[src/rtl/uart_rx_pkg.sv]
// Shared types and constants for the 8N1 UART receive path.
package uart_rx_pkg;

  localparam int DATA_BITS   = 8;
  localparam int SYNC_STAGES = 2;

  typedef enum logic [2:0] {
    IDLE,
    START,
    DATA,
    STOP,
    BREAK
  } rx_state_t;

endpackage

[src/rtl/uart_rx_decoder_if.sv]
// Byte stream and status bundle leaving the UART receiver.
interface uart_rx_decoder_if;
  import uart_rx_pkg::*;

  logic [DATA_BITS-1:0] m_data;
  logic                 m_valid;
  logic                 m_ready;
  logic                 frame_err;
  logic                 overrun;
  logic [7:0]           overrun_cnt;

  modport master (
    output m_data, m_valid, frame_err, overrun, overrun_cnt,
    input  m_ready
  );

  modport slave (
    input  m_data, m_valid, frame_err, overrun, overrun_cnt,
    output m_ready
  );

endinterface

[src/rtl/uart_rx_fifo.sv]
// Small synchronous FIFO; a push into a full FIFO is accepted only when a
// pop frees a slot in the same cycle. Head reads as zero while empty.
module uart_rx_fifo #(
  parameter int DATA_W = 8,
  parameter int DEPTH  = 4
) (
  input  logic              clk,
  input  logic              rst_n,
  input  logic [DATA_W-1:0] i_data,
  input  logic              i_push,
  input  logic              i_pop,
  output logic [DATA_W-1:0] o_data,
  output logic              o_full,
  output logic              o_empty
);

  localparam int PTR_W = $clog2(DEPTH);
  localparam logic [PTR_W:0] L_FULL_CNT = (PTR_W+1)'(DEPTH);

  logic [DATA_W-1:0] r_mem [DEPTH];
  logic [PTR_W-1:0]  r_wr_ptr;
  logic [PTR_W-1:0]  r_rd_ptr;
  logic [PTR_W:0]    r_count;
  logic              w_do_push;
  logic              w_do_pop;

  assign o_empty   = (r_count == '0);
  assign o_full    = (r_count == L_FULL_CNT);
  assign w_do_pop  = i_pop && !o_empty;
  assign w_do_push = i_push && (!o_full || w_do_pop);
  assign o_data    = o_empty ? '0 : r_mem[r_rd_ptr];

  // Storage array: data only, no reset needed.
  always_ff @(posedge clk) begin
    if (w_do_push) r_mem[r_wr_ptr] <= i_data;
  end

  // Pointers and occupancy.
  always_ff @(posedge clk or negedge rst_n) begin
    if (!rst_n) begin
      r_wr_ptr <= '0;
      r_rd_ptr <= '0;
      r_count  <= '0;
    end else begin
      if (w_do_push) r_wr_ptr <= r_wr_ptr + PTR_W'(1);
      if (w_do_pop)  r_rd_ptr <= r_rd_ptr + PTR_W'(1);
      if (w_do_push && !w_do_pop)      r_count <= r_count + (PTR_W+1)'(1);
      else if (!w_do_push && w_do_pop) r_count <= r_count - (PTR_W+1)'(1);
    end
  end

endmodule

[src/rtl/uart_rx_decoder.sv]
// 8N1 UART receiver: input synchronizer, bit-timing state machine, shift
// register, output FIFO and saturating overrun counter.
module uart_rx_decoder
  import uart_rx_pkg::*;
#(
  parameter int CLKS_PER_BIT = 868,
  parameter int FIFO_DEPTH   = 4
) (
  input  logic               clk,
  input  logic               rst_n,
  input  logic               uart_rx,
  uart_rx_decoder_if.master  m_if
);

  localparam int CNT_W = $clog2(CLKS_PER_BIT);
  localparam int IDX_W = $clog2(DATA_BITS);
  localparam logic [CNT_W-1:0] L_HALF = CNT_W'(CLKS_PER_BIT/2 - 1);
  localparam logic [CNT_W-1:0] L_BIT  = CNT_W'(CLKS_PER_BIT - 1);
  localparam logic [IDX_W-1:0] L_LAST = IDX_W'(DATA_BITS - 1);

  function automatic logic [7:0] sat_inc(input logic [7:0] v);
    return (v == 8'hFF) ? v : v + 8'd1;
  endfunction

  logic [SYNC_STAGES-1:0] r_sync;
  logic                   w_rx_s;
  rx_state_t              r_state, w_state_nxt;
  logic [CNT_W-1:0]       r_cnt, w_cnt_nxt;
  logic [IDX_W-1:0]       r_idx, w_idx_nxt;
  logic [DATA_BITS-1:0]   r_shift;
  logic                   w_cnt_zero;
  logic                   w_bit_en;
  logic                   w_push;
  logic                   w_ovr_evt;
  logic                   w_ferr_evt;
  logic                   r_frame_err;
  logic                   r_overrun;
  logic [7:0]             r_ovr_cnt;
  logic [DATA_BITS-1:0]   w_fifo_data;
  logic                   w_fifo_full;
  logic                   w_fifo_empty;

  assign w_rx_s     = r_sync[SYNC_STAGES-1];
  assign w_cnt_zero = (r_cnt == '0);

  // Two-flop synchronizer; idles high so reset never looks like a start bit.
  always_ff @(posedge clk or negedge rst_n) begin
    if (!rst_n) r_sync <= '1;
    else        r_sync <= {r_sync[SYNC_STAGES-2:0], uart_rx};
  end

  // Receiver state, bit-timing counter and data bit index.
  always_ff @(posedge clk or negedge rst_n) begin
    if (!rst_n) begin
      r_state <= IDLE;
      r_cnt   <= '0;
      r_idx   <= '0;
    end else begin
      r_state <= w_state_nxt;
      r_cnt   <= w_cnt_nxt;
      r_idx   <= w_idx_nxt;
    end
  end

  // Next-state logic; a full FIFO only overruns if the consumer is not
  // popping in the same cycle.
  always_comb begin
    w_state_nxt = r_state;
    w_cnt_nxt   = r_cnt;
    w_idx_nxt   = r_idx;
    w_bit_en    = 1'b0;
    w_push      = 1'b0;
    w_ovr_evt   = 1'b0;
    w_ferr_evt  = 1'b0;
    unique case (r_state)
      IDLE: begin
        if (!w_rx_s) begin
          w_cnt_nxt   = L_HALF;
          w_state_nxt = START;
        end
      end
      START: begin
        if (!w_cnt_zero) begin
          w_cnt_nxt = r_cnt - CNT_W'(1);
        end else if (!w_rx_s) begin
          w_state_nxt = DATA;
          w_idx_nxt   = '0;
          w_cnt_nxt   = L_BIT;
        end else begin
          w_state_nxt = IDLE;
        end
      end
      DATA: begin
        if (!w_cnt_zero) begin
          w_cnt_nxt = r_cnt - CNT_W'(1);
        end else begin
          w_bit_en  = 1'b1;
          w_cnt_nxt = L_BIT;
          if (r_idx == L_LAST) w_state_nxt = STOP;
          else                 w_idx_nxt   = r_idx + IDX_W'(1);
        end
      end
      STOP: begin
        if (!w_cnt_zero) begin
          w_cnt_nxt = r_cnt - CNT_W'(1);
        end else if (w_rx_s) begin
          if (w_fifo_full && !m_if.m_ready) w_ovr_evt = 1'b1;
          else                              w_push    = 1'b1;
          w_state_nxt = IDLE;
        end else begin
          w_ferr_evt  = 1'b1;
          w_state_nxt = BREAK;
        end
      end
      BREAK: begin
        if (w_rx_s) w_state_nxt = IDLE;
      end
      default: w_state_nxt = IDLE;
    endcase
  end

  // Shift register: each sampled data bit lands at its own index, LSB first.
  always_ff @(posedge clk) begin
    if (w_bit_en) r_shift[r_idx] <= w_rx_s;
  end

  // Registered status pulses and saturating drop counter.
  always_ff @(posedge clk or negedge rst_n) begin
    if (!rst_n) begin
      r_frame_err <= 1'b0;
      r_overrun   <= 1'b0;
      r_ovr_cnt   <= '0;
    end else begin
      r_frame_err <= w_ferr_evt;
      r_overrun   <= w_ovr_evt;
      if (w_ovr_evt) r_ovr_cnt <= sat_inc(r_ovr_cnt);
    end
  end

  uart_rx_fifo #(
    .DATA_W (DATA_BITS),
    .DEPTH  (FIFO_DEPTH)
  ) u_fifo (
    .clk     (clk),
    .rst_n   (rst_n),
    .i_data  (r_shift),
    .i_push  (w_push),
    .i_pop   (m_if.m_ready),
    .o_data  (w_fifo_data),
    .o_full  (w_fifo_full),
    .o_empty (w_fifo_empty)
  );

  assign m_if.m_data      = w_fifo_data;
  assign m_if.m_valid     = !w_fifo_empty;
  assign m_if.frame_err   = r_frame_err;
  assign m_if.overrun     = r_overrun;
  assign m_if.overrun_cnt = r_ovr_cnt;

endmodule
[src/flat_wrapper.sv]
// flat-port wrapper written by rule: the top's interface ports become plain ports
module uart_rx_decoder_flat import uart_rx_pkg::*;
#(
  parameter int CLKS_PER_BIT = 868,
  parameter int FIFO_DEPTH   = 4
)
  (clk, rst_n, uart_rx, m_if_m_data, m_if_m_valid, m_if_frame_err, m_if_overrun, m_if_overrun_cnt, m_if_m_ready);
  uart_rx_decoder_if m_if_i ();
  input  logic clk;
  input  logic rst_n;
  input  logic uart_rx;
  output wire logic [$bits(m_if_i.m_data)-1:0] m_if_m_data;
  output wire logic [$bits(m_if_i.m_valid)-1:0] m_if_m_valid;
  output wire logic [$bits(m_if_i.frame_err)-1:0] m_if_frame_err;
  output wire logic [$bits(m_if_i.overrun)-1:0] m_if_overrun;
  output wire logic [$bits(m_if_i.overrun_cnt)-1:0] m_if_overrun_cnt;
  input wire logic [$bits(m_if_i.m_ready)-1:0] m_if_m_ready;
  assign m_if_m_data = m_if_i.m_data;
  assign m_if_m_valid = m_if_i.m_valid;
  assign m_if_frame_err = m_if_i.frame_err;
  assign m_if_overrun = m_if_i.overrun;
  assign m_if_overrun_cnt = m_if_i.overrun_cnt;
  assign m_if_i.m_ready = m_if_m_ready;
  uart_rx_decoder #(.CLKS_PER_BIT(CLKS_PER_BIT), .FIFO_DEPTH(FIFO_DEPTH)) u_core (.clk(clk), .rst_n(rst_n), .uart_rx(uart_rx), .m_if(m_if_i));
endmodule
[config.mk]
export PLATFORM = sky130hd
export DESIGN_NAME = uart_rx_decoder_flat
export DESIGN_NICKNAME = d
export VERILOG_FILES = /design/src/rtl/uart_rx_pkg.sv /design/src/rtl/uart_rx_decoder_if.sv /design/src/rtl/uart_rx_fifo.sv /design/src/rtl/uart_rx_decoder.sv /design/src/flat_wrapper.sv
export SDC_FILE = /design/constraint.sdc
export NUM_CORES = 1
export LEC_CHECK = 0
export ABC_CLOCK_PERIOD_IN_PS = 4400
export CELL_PAD_IN_SITES_DETAIL_PLACEMENT = 0
export CELL_PAD_IN_SITES_GLOBAL_PLACEMENT = 2
export CORE_AREA = 2 2 103 105
export DETAILED_ROUTE_END_ITERATION = 12
export DIE_AREA = 0 0 105 107
export MAX_ROUTING_LAYER = met4
export PLACE_DENSITY_LB_ADDON = 0.25
export SLEW_MARGIN = 20
export SYNTH_ARGS = -nofsm -noshare
export SYNTH_HDL_FRONTEND = slang
export SYNTH_HIERARCHICAL = 1
export SYNTH_SLANG_ARGS = --single-unit
[constraint.sdc]
create_clock -name clk -period 4.4 [get_ports clk]
set_input_delay 0.66 -clock clk [delete_from_list [all_inputs] [get_ports clk]]
set_output_delay 0.66 -clock clk [all_outputs]
set_load 0.01 [all_outputs]
### Word-level counts from Yosys, hierarchy flattened

Memory sizes are Yosys's and may differ from the RTL's.
Index checks and enable logic that the tools add are counted.

| operators by class | value |
|---|---|
| $add $sub $neg | 7 |
| order comparisons | 2 |
| equal/unequal tests | 17 |
| muxes and demuxes | 41 |
| bitwise logic cells | 1 |
| reductions and logical operators | 22 |

Operators by type and width:

| kind | count |
|---|---|
| two-way mux 10 bit | 5 |
| case mux 10 bit (4 select lines) | 1 |
| two-way mux 3 bit | 13 |
| two-way mux 1 bit | 16 |
| case mux 3 bit (5 select lines) | 1 |
| zero test 10 bit | 1 |
| != test 2 x 1 -> 1 bit (second input constant) | 5 |
| subtractor 10 x 1 -> 10 bit (second input constant) | 1 |
| equality test 3 bit (second input constant) | 3 |
| adder 8 x 1 -> 8 bit (second input constant) | 1 |
| bitwise mux 8 bit | 1 |
| equality test 8 bit (second input constant) | 1 |
| two-way mux 8 bit | 1 |
| != test 2 bit (second input constant) | 4 |
| adder 3 x 1 -> 3 bit (second input constant) | 2 |
| equality test 3 x 2 -> 1 bit (second input constant) | 2 |
| logical AND 1 bit | 6 |
| zero test 3 bit | 2 |
| case mux 3 bit (2 select lines) | 1 |
| AND reduction 6 bit | 1 |
| zero test 1 bit | 5 |
| AND reduction 5 bit | 1 |
| adder 2 x 1 -> 2 bit (second input constant) | 2 |
| less-than comparator 3 x 4 -> 1 bit (second input constant) | 1 |
| other kinds (12) | 13 |

| word-level totals | value |
|---|---|
| register bits after elaboration | 43 |
| RAM bits | 32 |
| bits of input ports | 4 |
| memories | 1 |

Memories:

| name | words | width | rd ports | clocked after Yosys merged registers in | write ports | line | RTL |
|---|---|---|---|---|---|---|---|
| u_core.u_fifo.r_mem | 4 | 8 | 1 | 0 | 1 | uart_rx_fifo.sv:20 | `logic [DATA_W-1:0] r_mem [DEPTH];` |

### Depth between registers and ports, before layout

Gate-level depths: netlist (run 1).

| depth | value |
|---|---|
| depth in word-level cells | 11 |
| depth in mapped cells | 14 |
| mapped depth without buffers | 13 |

### Cells and area by module

Netlist (run 1), hierarchy kept.

Modules (own cells, without submodules):

| module | instances | cells an instance | area each (um^2) | seq. area each (um^2) |
|---|---|---|---|---|
| uart_rx_decoder | 1 | 177 | 1823.0 | 943.4 |
| uart_rx_fifo | 1 | 87 | 1654.1 | 1136.1 |

### Worst setup path before layout (run 1)

OpenSTA, ideal clock, no wires.

| path | value |
|---|---|
| path kind | register to register |
| start | reg u_core.r_cnt[0] |
| end | reg u_core.u_fifo.r_count[2] |
| library setup time | 79 ps |
| data arrival time | 3123 ps |
| path slack | 1197 ps |
| stages on the path, launching flop included | 15 |
| path buffers | 1 |
| period minus slack after synthesis | 3203 ps |
| path through | dfrtp_1 > inv_1 > ha_1 > or4b_1 > buf_2 > nor3_1 > nand2_1 > nor3b_1 > a21boi_2 > ha_1 > inv_1 > fa_1 > xor2_1 > nor2_1 > xor2_1 |

| on the way | value |
|---|---|
| cells in the longest elaborated chain, start to end | 7 |
| elaborated cells on any way between the ends | 9 |
| classes of those cells | 3 x mux; 6 x reduce/logical |

RTL lines:

| what | line | RTL |
|---|---|---|
| from (decl) | uart_rx_decoder.sv:28 | `logic [CNT_W-1:0] r_cnt, w_cnt_nxt;` |
| from (signal assigned) | uart_rx_decoder.sv:60 | `r_cnt <= w_cnt_nxt;` |
| zero test 10 bit * | uart_rx_decoder.sv:44 | `assign w_cnt_zero = (r_cnt == '0);` |
| two-way mux 1 bit * | uart_rx_decoder.sv:104 | `if (!w_cnt_zero) begin` |
| two-way mux 1 bit * | uart_rx_decoder.sv:75 | `unique case (r_state)` |
| via u_core.w_push | uart_rx_decoder.sv:33 | `logic w_push;` |
| logical AND 1 bit * | uart_rx_fifo.sv:30 | `assign w_do_push = i_push && (!o_full \|\| w_do_pop);` |
| via u_core.u_fifo.w_do_push | uart_rx_fifo.sv:24 | `logic w_do_push;` |
| zero test 1 bit | uart_rx_fifo.sv:48 | `else if (!w_do_push && w_do_pop) r_count <= r_count - (PTR_W+1)'(1);` |
| logical AND 1 bit | uart_rx_fifo.sv:48 |  |
| nonzero test 2 bit (no line) | n/a |  |
| to (signal assigned) | uart_rx_fifo.sv:47 | `if (w_do_push && !w_do_pop) r_count <= r_count + (PTR_W+1)'(1);` |
| to (signal assigned) | uart_rx_fifo.sv:48 |  |
| to (decl) | uart_rx_fifo.sv:23 | `logic [PTR_W:0] r_count;` |

Mark *: on every way through the listed nets, which the timed path passes. The rest lies on a longest branch.
A chain may end at the register's enable or synchronous reset.

### Final worst setup path (run 1)

Same ends and word-level chain as after synthesis.

==> results of run 1 <==
-- power by group through the flow --
stage	clock network [W]	logic (W)	registers [W]
finish	0.000530	0.0000106	0.000738
global route	0.000586	0.0000125	0.000739
CTS	0.000557	0.0000115	0.000738
detailed placement	0	0.0000115	0.000754
global placement	0	0.0000116	0.000753
floorplan	0	0.00000150	0.000753
-- how the worst min path moves through the flow --
stage / startpoint / end / depth (start not counted)
after detailed placement: u_core/r_sync[0] / u_core/r_sync[1] / 0
after floorplan: u_core/r_sync[0] / u_core/r_sync[1] / 0
after CTS: u_core/r_sync[0] / u_core/r_sync[1] / 0
final: u_core/r_sync[0] / u_core/r_sync[1] / 0
after global placement: u_core/r_sync[0] / u_core/r_sync[1] / 0
after global routing: u_core/r_sync[0] / u_core/r_sync[1] / 0
-- cells in the final DEF, fill, tap and decap left out, types with 3 or more instances in the layout --
| cell type | n |
|---|---|
| dfrtp_1 | 33 |
| nor3_1 | 7 |
| o22a_1 | 3 |
| nor2_1 | 21 |
| nand2_1 | 23 |
| edfxtp_1 | 40 |
| nand2b_1 | 5 |
| mux2i_1 | 3 |
| nand3_1 | 5 |
| ha_1 | 10 |
| or3_4 | 3 |
| mux2_2 | 5 |
| a21oi_1 | 9 |
| xnor2_1 | 10 |
| clkbuf_8 | 9 |
| inv_1 | 14 |
| and2_1 | 13 |
| mux4_2 | 8 |
| clkdlybuf4s50_1 | 21 |
| xor2_1 | 3 |
-- flip-flops by register name (all words and copies together) (netlist names) --
signal,count
u_core/r_idx,3
u_core/m_if.overrun,1
u_core/u_fifo/r_count,3
u_core/r_state,3
u_core/r_cnt,10
u_core/r_shift,8
u_core/u_fifo/r_mem,32
u_core/u_fifo/r_rd_ptr,2
u_core/r_sync,2
u_core/m_if.frame_err,1
u_core/m_if.overrun_cnt,8
u_core/u_fifo/r_wr_ptr,2
-- metrics by stage --
stage	cell area, µm²	power (W)	hold slack, ns	utilization, %
2_1_floorplan	3480	0.000754	0.345	-
3_3_place_gp	3810	0.000765	0.347	37.8
3_5_place_dp	3810	0.000765	0.352	37.8
4_1_cts	4010	0.00131	0.364	39.8
5_1_grt	4010	0.00134	0.370	39.8
6_report	4010	0.00128	0.363	39.8
-- worst max-delay path, stage by stage, from the launching register on --
cell and delay [ns]:
dfrtp_1 0.42, inv_1 0.09, ha_1 0.14, or4b_1 0.56, nor3_1 0.18, buf_4 0.17
nand2_1 0.08, nor3b_1 0.17, a21boi_2 0.33, ha_1 0.24, inv_1 0.06, fa_1 0.37
xor2_1 0.15, nor2_1 0.11, xor2_1 0.14
-- final cells by class --
class / instances / area (µm²)
fillers: 1006 / 6080
flip-flops and latches: 75 / 2080
multi-input cells: 165 / 1290
repair buffers: 23 / 223
well taps: 136 / 170
clock buffers: 9 / 124
clock inverters: 7 / 76.3
inverters: 14 / 52.6
-- logic make-up (layout without fill, tap and decap cells) --
group                      count (synthesis)  after routing  synth area share (%)
and+or+nand+nor                           92             92                  14.3
DFF                                       75             75                  59.8
AOI/OAI and AO/OA                         32             32                  7.27
muxes                                     17             17                  8.10
xor gates and xnor gates                  13             13                  3.27
buffers and inverters                     24             53                  3.13
adders and majority gates                 11             11                  4.17
-- layer usage --
metal | vias to the layer above | GRT usage (%) | routed length [µm]
met5 | - | - | 0
met4 | 0 | 5.71 | 82
met3 | 7 | 2.55 | 148
met2 | 22 | 19.8 | 3010
met1 | 963 | 15.3 | 2820
li1 | 1002 | - | -
-- Yosys cell counts (3+ instances only) --
cell | count | area share [%]
edfxtp_1 | 40 | 35
dfrtp_1 | 33 | 24
nand2_1 | 23 | 2.5
nor2_1 | 21 | 2.3
inv_1 | 14 | 1.5
and2_1 | 13 | 2.3
ha_1 | 10 | 3.6
xnor2_1 | 10 | 2.5
a21oi_1 | 9 | 1.3
mux4_2 | 8 | 5.2
nor3_1 | 7 | 1.0
clkbuf_1 | 5 | 0.54
mux2_2 | 5 | 1.6
nand2b_1 | 5 | 0.90
nand3_1 | 5 | 0.72
mux2i_1 | 3 | 0.86
o22a_1 | 3 | 0.76
or3_4 | 3 | 0.97
xor2_1 | 3 | 0.76
==> tab_implementation.tex, run 1 <==
\begin{tabular}{lr}
\hline
Metric & Value \\
\hline
\multicolumn{2}{l}{\textbf{Floorplan}} \\
Starting density of the core & between 30\% and 40\% \\
Die boundary width & between 100 and 150 µm \\
Y dimension of the die & between 100 and 150 µm \\
Area enclosed by the die boundary & 11200 µm² \\
Row Count & 37 \\
Top Ports & 23 \\
Core Footprint & just over 10000 µm² \\
\multicolumn{2}{l}{\textbf{Power}} \\
Clock power frac & around two fifths \\
Logic gate share of total power & 0.8\% \\
Leakage power & 1.55 nW \\
Switching part of the total power & 21.4\% \\
Peak supply drop & about 0.14 mV \\
Power per cell area & around 320 nW/µm² \\
Internal portion of total power & 0.00100 W \\
Sequential power share & 57.8\% \\
Switching power & approximately 0.00027 W \\
\multicolumn{2}{l}{\textbf{Routing}} \\
Length of the first detailed-routing pass in iterations & 4 \\
Iteration-0 DRC Markers & slightly above 90 \\
Residual DRC count & 0 \\
Wire length reported by the detailed router & between 6 and 7 mm \\
Vias after detailed routing & between 1500 and 2000 \\
Post-DR vias/cell & between 4 and 5 \\
Residual antenna-violating net count after detailed routing & 0 \\
WL per Instance & $\sim$14 µm \\
\multicolumn{2}{l}{\textbf{Critical path}} \\
Crit Reg-Reg Endpoint & u\_core/u\_fifo/r\_count[2] \\
Startpoint type of the worst setup path & register \\
Register-to-register setup slack & $\sim$1.1 ns \\
Worst reg2reg startpoint & u\_core/r\_cnt[0] \\
Critical path capture point & u\_core/u\_fifo/r\_count[2] \\
CP Capture Type & register \\
Kind of critical path & register to register \\
Logic depth of the worst register-to-register path & 14 \\
Startpoint of the worst setup timing path & u\_core/r\_cnt[0] \\
Arrival time of the worst setup path & 3.55 ns \\
Critical path required time & 4.67 ns \\
Highest fanout seen on the critical path & 7 \\
\multicolumn{2}{l}{\textbf{Yosys}} \\
Part of the Yosys area used for sequential elements & approximately 60\% \\
Flip-flop and latch count after synthesis & 75 \\
Mean cell area of the mapped netlist & approximately 13 µm² \\
Post-synthesis cell type count & 54 \\
Net count after synthesis & 279 \\
Number of enable flip-flop cells after synthesis & 40 \\
Number of warnings reported in the yosys synthesis log & 6 \\
Cell area after technology mapping & between 3000 and 4000 µm² \\
Main flop type after synthesis & edfxtp\_1 \\
Cell count after synthesis & 264 \\
Fraction of synthesis flops using an asynchronous set or reset pin & approximately 47\% \\
\multicolumn{2}{l}{\textbf{Timing}} \\
Total count of hold-check failures in the final report & 0 \\
Clock skew after layout & approximately 0.013 ns \\
Peak Freq & $\sim$0.30 GHz \\
Final critical delay including setup and external delays & 3.28 ns \\
Post-Route Setup TNS & 0 ns \\
Slew headroom & 46.4\% \\
Worst Max-Slew Pin Slew & approximately 0.8 ns \\
Endpoints failing setup & 0 \\
Worst path setup slack after routing & 1.12 ns \\
Crit share post-route & 74.5\% \\
Unrepaired setup endpoints after global routing & no \\
Final Slew Violations & 0 \\
\multicolumn{2}{l}{\textbf{Place}} \\
Instance count after placement with tap cells included & 413 \\
RePlAce Congestion & roughly 0.73 \\
Port Buf Inserts & 22 \\
Final HPWL from detailed placement & approximately 4.2 mm \\
Minimum setup slack after placement & 1.11 ns \\
\multicolumn{2}{l}{\textbf{Clock network}} \\
Buffer count from post-CTS setup fixing & 0 \\
Deepest level of the CTS H-tree & 3 \\
Clock buffer count from CTS & 9 \\
Number of sinks handled by clock tree synthesis & 75 \\
Post-CTS clock slew at the launch and capture registers of the worst setup and hold paths & approximately 0.08 ns \\
Number of resized instances in the post-cts repair step & 0 \\
Longest Clk Path Bufs & 2 \\
Clock latency on the worst-skew pair & 0.35 ns \\
Post-CTS Hold Fix Bufs & 0 \\
CTS tree & built \\
Library cell used as clock root buffer & clkbuf\_8 \\
\multicolumn{2}{l}{\textbf{Outcome}} \\
Run status & complete, no violations \\
\multicolumn{2}{l}{\textbf{Finish}} \\
Final standard cell count with taps included and fillers excluded & around 430 \\
Layout cells sized above 1 & approximately 15\% \\
Syn-to-layout area delta & 15.4\% \\
Diode count & 0 \\
Net total in the final layout & just over 300 \\
\multicolumn{2}{l}{\textbf{Global route}} \\
Via count of the first global-routing pass & roughly 2100 \\
Number of antenna violations at the first check in global routing & 0 \\
Global Route Usage Sum & 12.4\% \\
Maximum number of pins on one net before global-route repair & 36 \\
Wire length of the first global-routing pass & $\sim$11 mm \\
Overall overflow remaining after global route & 0 \\
\multicolumn{2}{l}{\textbf{Job}} \\
Max Cap Violations & 0 \\
\multicolumn{2}{l}{\textbf{Min path}} \\
Min-delay worst type & register to register \\
\hline
\end{tabular}
Note: power is estimated with default switching activity, not from simulation.
==> run 2, diff against run 1 <==
--- a/config.mk
+++ b/config.mk
@@ -5,7 +5,7 @@
 export SDC_FILE = /design/constraint.sdc
 export NUM_CORES = 1
 export LEC_CHECK = 0
-export ABC_CLOCK_PERIOD_IN_PS = 4400
+export ABC_CLOCK_PERIOD_IN_PS = 3200
 export CELL_PAD_IN_SITES_DETAIL_PLACEMENT = 0
 export CELL_PAD_IN_SITES_GLOBAL_PLACEMENT = 2
 export CORE_AREA = 2 2 103 105
==> constraint.sdc (replaced) <==
create_clock -name clk -period 3.2 [get_ports clk]
set_input_delay 0.48 -clock clk [delete_from_list [all_inputs] [get_ports clk]]
set_output_delay 0.48 -clock clk [all_outputs]
set_load 0.01 [all_outputs]
==> run 2 against run 1 <==
Net effect: wire length rose by 2.5%; register-to-register slack got worse by 0.88 ns; sequential power rose by 38%; global-route usage rose by 0.33 points; power rose by 43%; die area did not move; sequential cell count did not move; clock-buffer cell count rose by 1; final area rose by 1.3%; clock skew barely moved; critical path type unchanged; largest cell class unchanged.
==> tab_implementation.tex, run 2 (synthesized netlist as in run 1, its figures left out) <==
\begin{tabular}{lr}
\hline
Metric & Value \\
\hline
\multicolumn{2}{l}{\textbf{Floorplan}} \\
Top Ports & 23 \\
Y dimension of the die & approximately 110 µm \\
Row Count & 37 \\
Starting density of the core & around 34\% \\
Core Footprint & roughly 10000 µm² \\
Die boundary width & $\sim$110 µm \\
Area enclosed by the die boundary & 11200 µm² \\
\multicolumn{2}{l}{\textbf{Timing}} \\
Final Slew Violations & 0 \\
Peak Freq & $\sim$0.34 GHz \\
Clock skew after layout & roughly 0.013 ns \\
Unrepaired setup endpoints after global routing & no \\
Final critical delay including setup and external delays & between 2 and 3 ns \\
Post-Route Setup TNS & 0 ns \\
Worst Max-Slew Pin Slew & 0.818 ns \\
Total count of hold-check failures in the final report & 0 \\
Crit share post-route & 92.5\% \\
Slew headroom & between 40\% and 50\% \\
Endpoints failing setup & 0 \\
\multicolumn{2}{l}{\textbf{Critical path}} \\
Arrival time of the worst setup path & about 3.2 ns \\
Highest fanout seen on the critical path & 5 \\
Kind of critical path & register to register \\
Worst reg2reg startpoint & u\_core/r\_cnt[0] \\
Startpoint of the worst setup timing path & u\_core/r\_cnt[0] \\
Critical path required time & around 3.5 ns \\
Cell-by-cell trace of the critical path & inv\_1 -> ha\_1 -> or4b\_1 -> nor3\_2 -> nand2\_1 -> nor3b\_1 -> a21boi\_2 -> ha\_1 -> inv\_1 -> fa\_1 -> xor2\_1 -> nor2\_1 -> xor2\_1 \\
Startpoint type of the worst setup path & register \\
Worst path max stage delay & between 0.4 and 0.5 ns \\
CP Capture Type & register \\
Library cell contributing the largest single delay on the critical path & or4b\_1 \\
\multicolumn{2}{l}{\textbf{Clock network}} \\
Deepest level of the CTS H-tree & 3 \\
Post-CTS Hold Fix Bufs & 0 \\
Number of resized instances in the post-cts repair step & 0 \\
Longest Clk Path Bufs & 2 \\
Library cell used as clock root buffer & clkbuf\_8 \\
Clock latency on the worst-skew pair & $\sim$0.35 ns \\
Clock buffer count from CTS & 9 \\
CTS tree & built \\
Buffer count from post-CTS setup fixing & 0 \\
Post-CTS clock slew at the launch and capture registers of the worst setup and hold paths & $\sim$0.09 ns \\
Number of sinks handled by clock tree synthesis & 75 \\
\multicolumn{2}{l}{\textbf{Finish}} \\
Post-route design area & between 4000 and 5000 µm² \\
Syn-to-layout area delta & 16.9\% \\
Most common cell after layout, fill and taps aside & edfxtp\_1 \\
Max FFs per register & 32 \\
Reg with most FFs & u\_core/u\_fifo/r\_mem \\
Diode count & 0 \\
Commonest cells after routing, fill and taps aside & edfxtp\_1 (40), dfrtp\_1 (33), nand2\_1 (23), clkdlybuf4s50\_1 (21), nor2\_1 (21) \\
Net total in the final layout & 307 \\
Layout cells sized above 1 & between 10\% and 20\% \\
Largest regs & u\_core/u\_fifo/r\_mem: 32 flops, u\_core/r\_cnt: 10 flops \\
\multicolumn{2}{l}{\textbf{Place}} \\
Final HPWL from detailed placement & 4.17 mm \\
RePlAce Congestion & 0.736 \\
Port Buf Inserts & 22 \\
Instance area at placement & approximately 3800 µm² \\
\multicolumn{2}{l}{\textbf{Routing}} \\
WL per Instance & between 10 and 15 µm \\
Post-DR vias/cell & $\sim$4.7 \\
Residual antenna-violating net count after detailed routing & 0 \\
Vias after detailed routing & a little over 2000 \\
Residual DRC count & 0 \\
Length of the first detailed-routing pass in iterations & 4 \\
Iteration-0 DRC Markers & 92 \\
Wire length reported by the detailed router & just over 6 mm \\
\multicolumn{2}{l}{\textbf{Global route}} \\
GR peak layer & met2 \\
Routing usage on met1 & between 15 and 20\% \\
Overall overflow remaining after global route & 0 \\
Met3 track utilization from global routing & 3.40\% \\
Number of antenna violations at the first check in global routing & 0 \\
Global Route Usage Sum & between 10\% and 20\% \\
Met2 routing resource usage after global routing & 20.4\% \\
Via count of the first global-routing pass & 2104 \\
Wire length of the first global-routing pass & between 10 and 15 mm \\
Maximum number of pins on one net before global-route repair & 36 \\
\multicolumn{2}{l}{\textbf{Job}} \\
Max Cap Violations & 0 \\
\multicolumn{2}{l}{\textbf{Power}} \\
Power per cell area & approximately 450 nW/µm² \\
Peak supply drop & 0.166 mV \\
Leakage power & 1.58 nW \\
\multicolumn{2}{l}{\textbf{Outcome}} \\
Run status & complete, no violations \\
\multicolumn{2}{l}{\textbf{Min path}} \\
Min-delay worst type & primary input to async pin \\
\hline
\end{tabular}
## run 2: cell types whose count changed in the layout (fill, tap and decap cells not counted)
cell	change
inv_6	-2
buf_4	+4
nor3_2	+1
clkinvlp_4	-1
bufinv_16	+1
clkbuf_1	+1
nor3_1	-1
clkinv_4	+1
## run 2: path summary, 6_finish.rpt
check,endpoint,slack (ns),cells past startpoint
setup / recovery,u_core/u_fifo/r_count[2],0.24,13
hold / removal,u_core/r_cnt[0],0.22,1
setup reg to reg,u_core/u_fifo/r_count[2],0.24,13
hold reg to reg,u_core/r_sync[1],0.36,0
max in group asynchronous,u_core/r_state[2],2.46,1
min in group clk,u_core/r_sync[1],0.36,0
## run 2: area by class of cell
class | instances | area (µm²)
Clock buffer | 10 | 128
Clock inverter | 6 | 90.1
Fill cell | 1046 | 6030
Inverter | 14 | 52.6
Multi-Input combinational cell | 165 | 1290
Sequential cell | 75 | 2080
Tap cell | 136 | 170
Timing Repair Buffer | 27 | 253
## run 2: stage by stage
step	total power, W	std cells	utilization (%)	worst slack [ns]	hold WS [ns]
finish	0.00183	433	40.3	0.241	0.224
global placement	0.00105	417	38.1	0.290	0.346
floorplan	0.00104	264	-	0.154	0.184
CTS	0.00186	433	40.3	0.208	0.251
global route	0.00191	433	40.3	0.00105	0.287
detailed placement	0.00105	417	38.1	0.237	0.347
## run 2: report_power, final
group	switching [W]	internal [W]	total, W
clock network	0.000358	0.000441	0.000799
registers	0.00000287	0.00101	0.00102
logic	0.0000111	0.00000363	0.0000148
## run 2: worst max-delay path, delay by kind of cell (launching register included)
| kind | cells | cell delay, ns |
|---|---|---|
| AOI/OAI and AO/OA | 1 | 0.21 |
| and+or+nand+nor | 5 | 1.12 |
| DFF | 1 | 0.42 |
| adders and majority gates | 3 | 0.70 |
| xor gates and xnor gates | 2 | 0.30 |
| buffers and inverters | 2 | 0.15 |
## run 2: metal layers
metal	vias to the layer above	share of wire [%]	wire [µm]
li1	1009	-	-
met2	28	48	3000
met3	10	3.0	187
met4	0	1.9	118
met5	-	0	0
met1	1000	47	2900
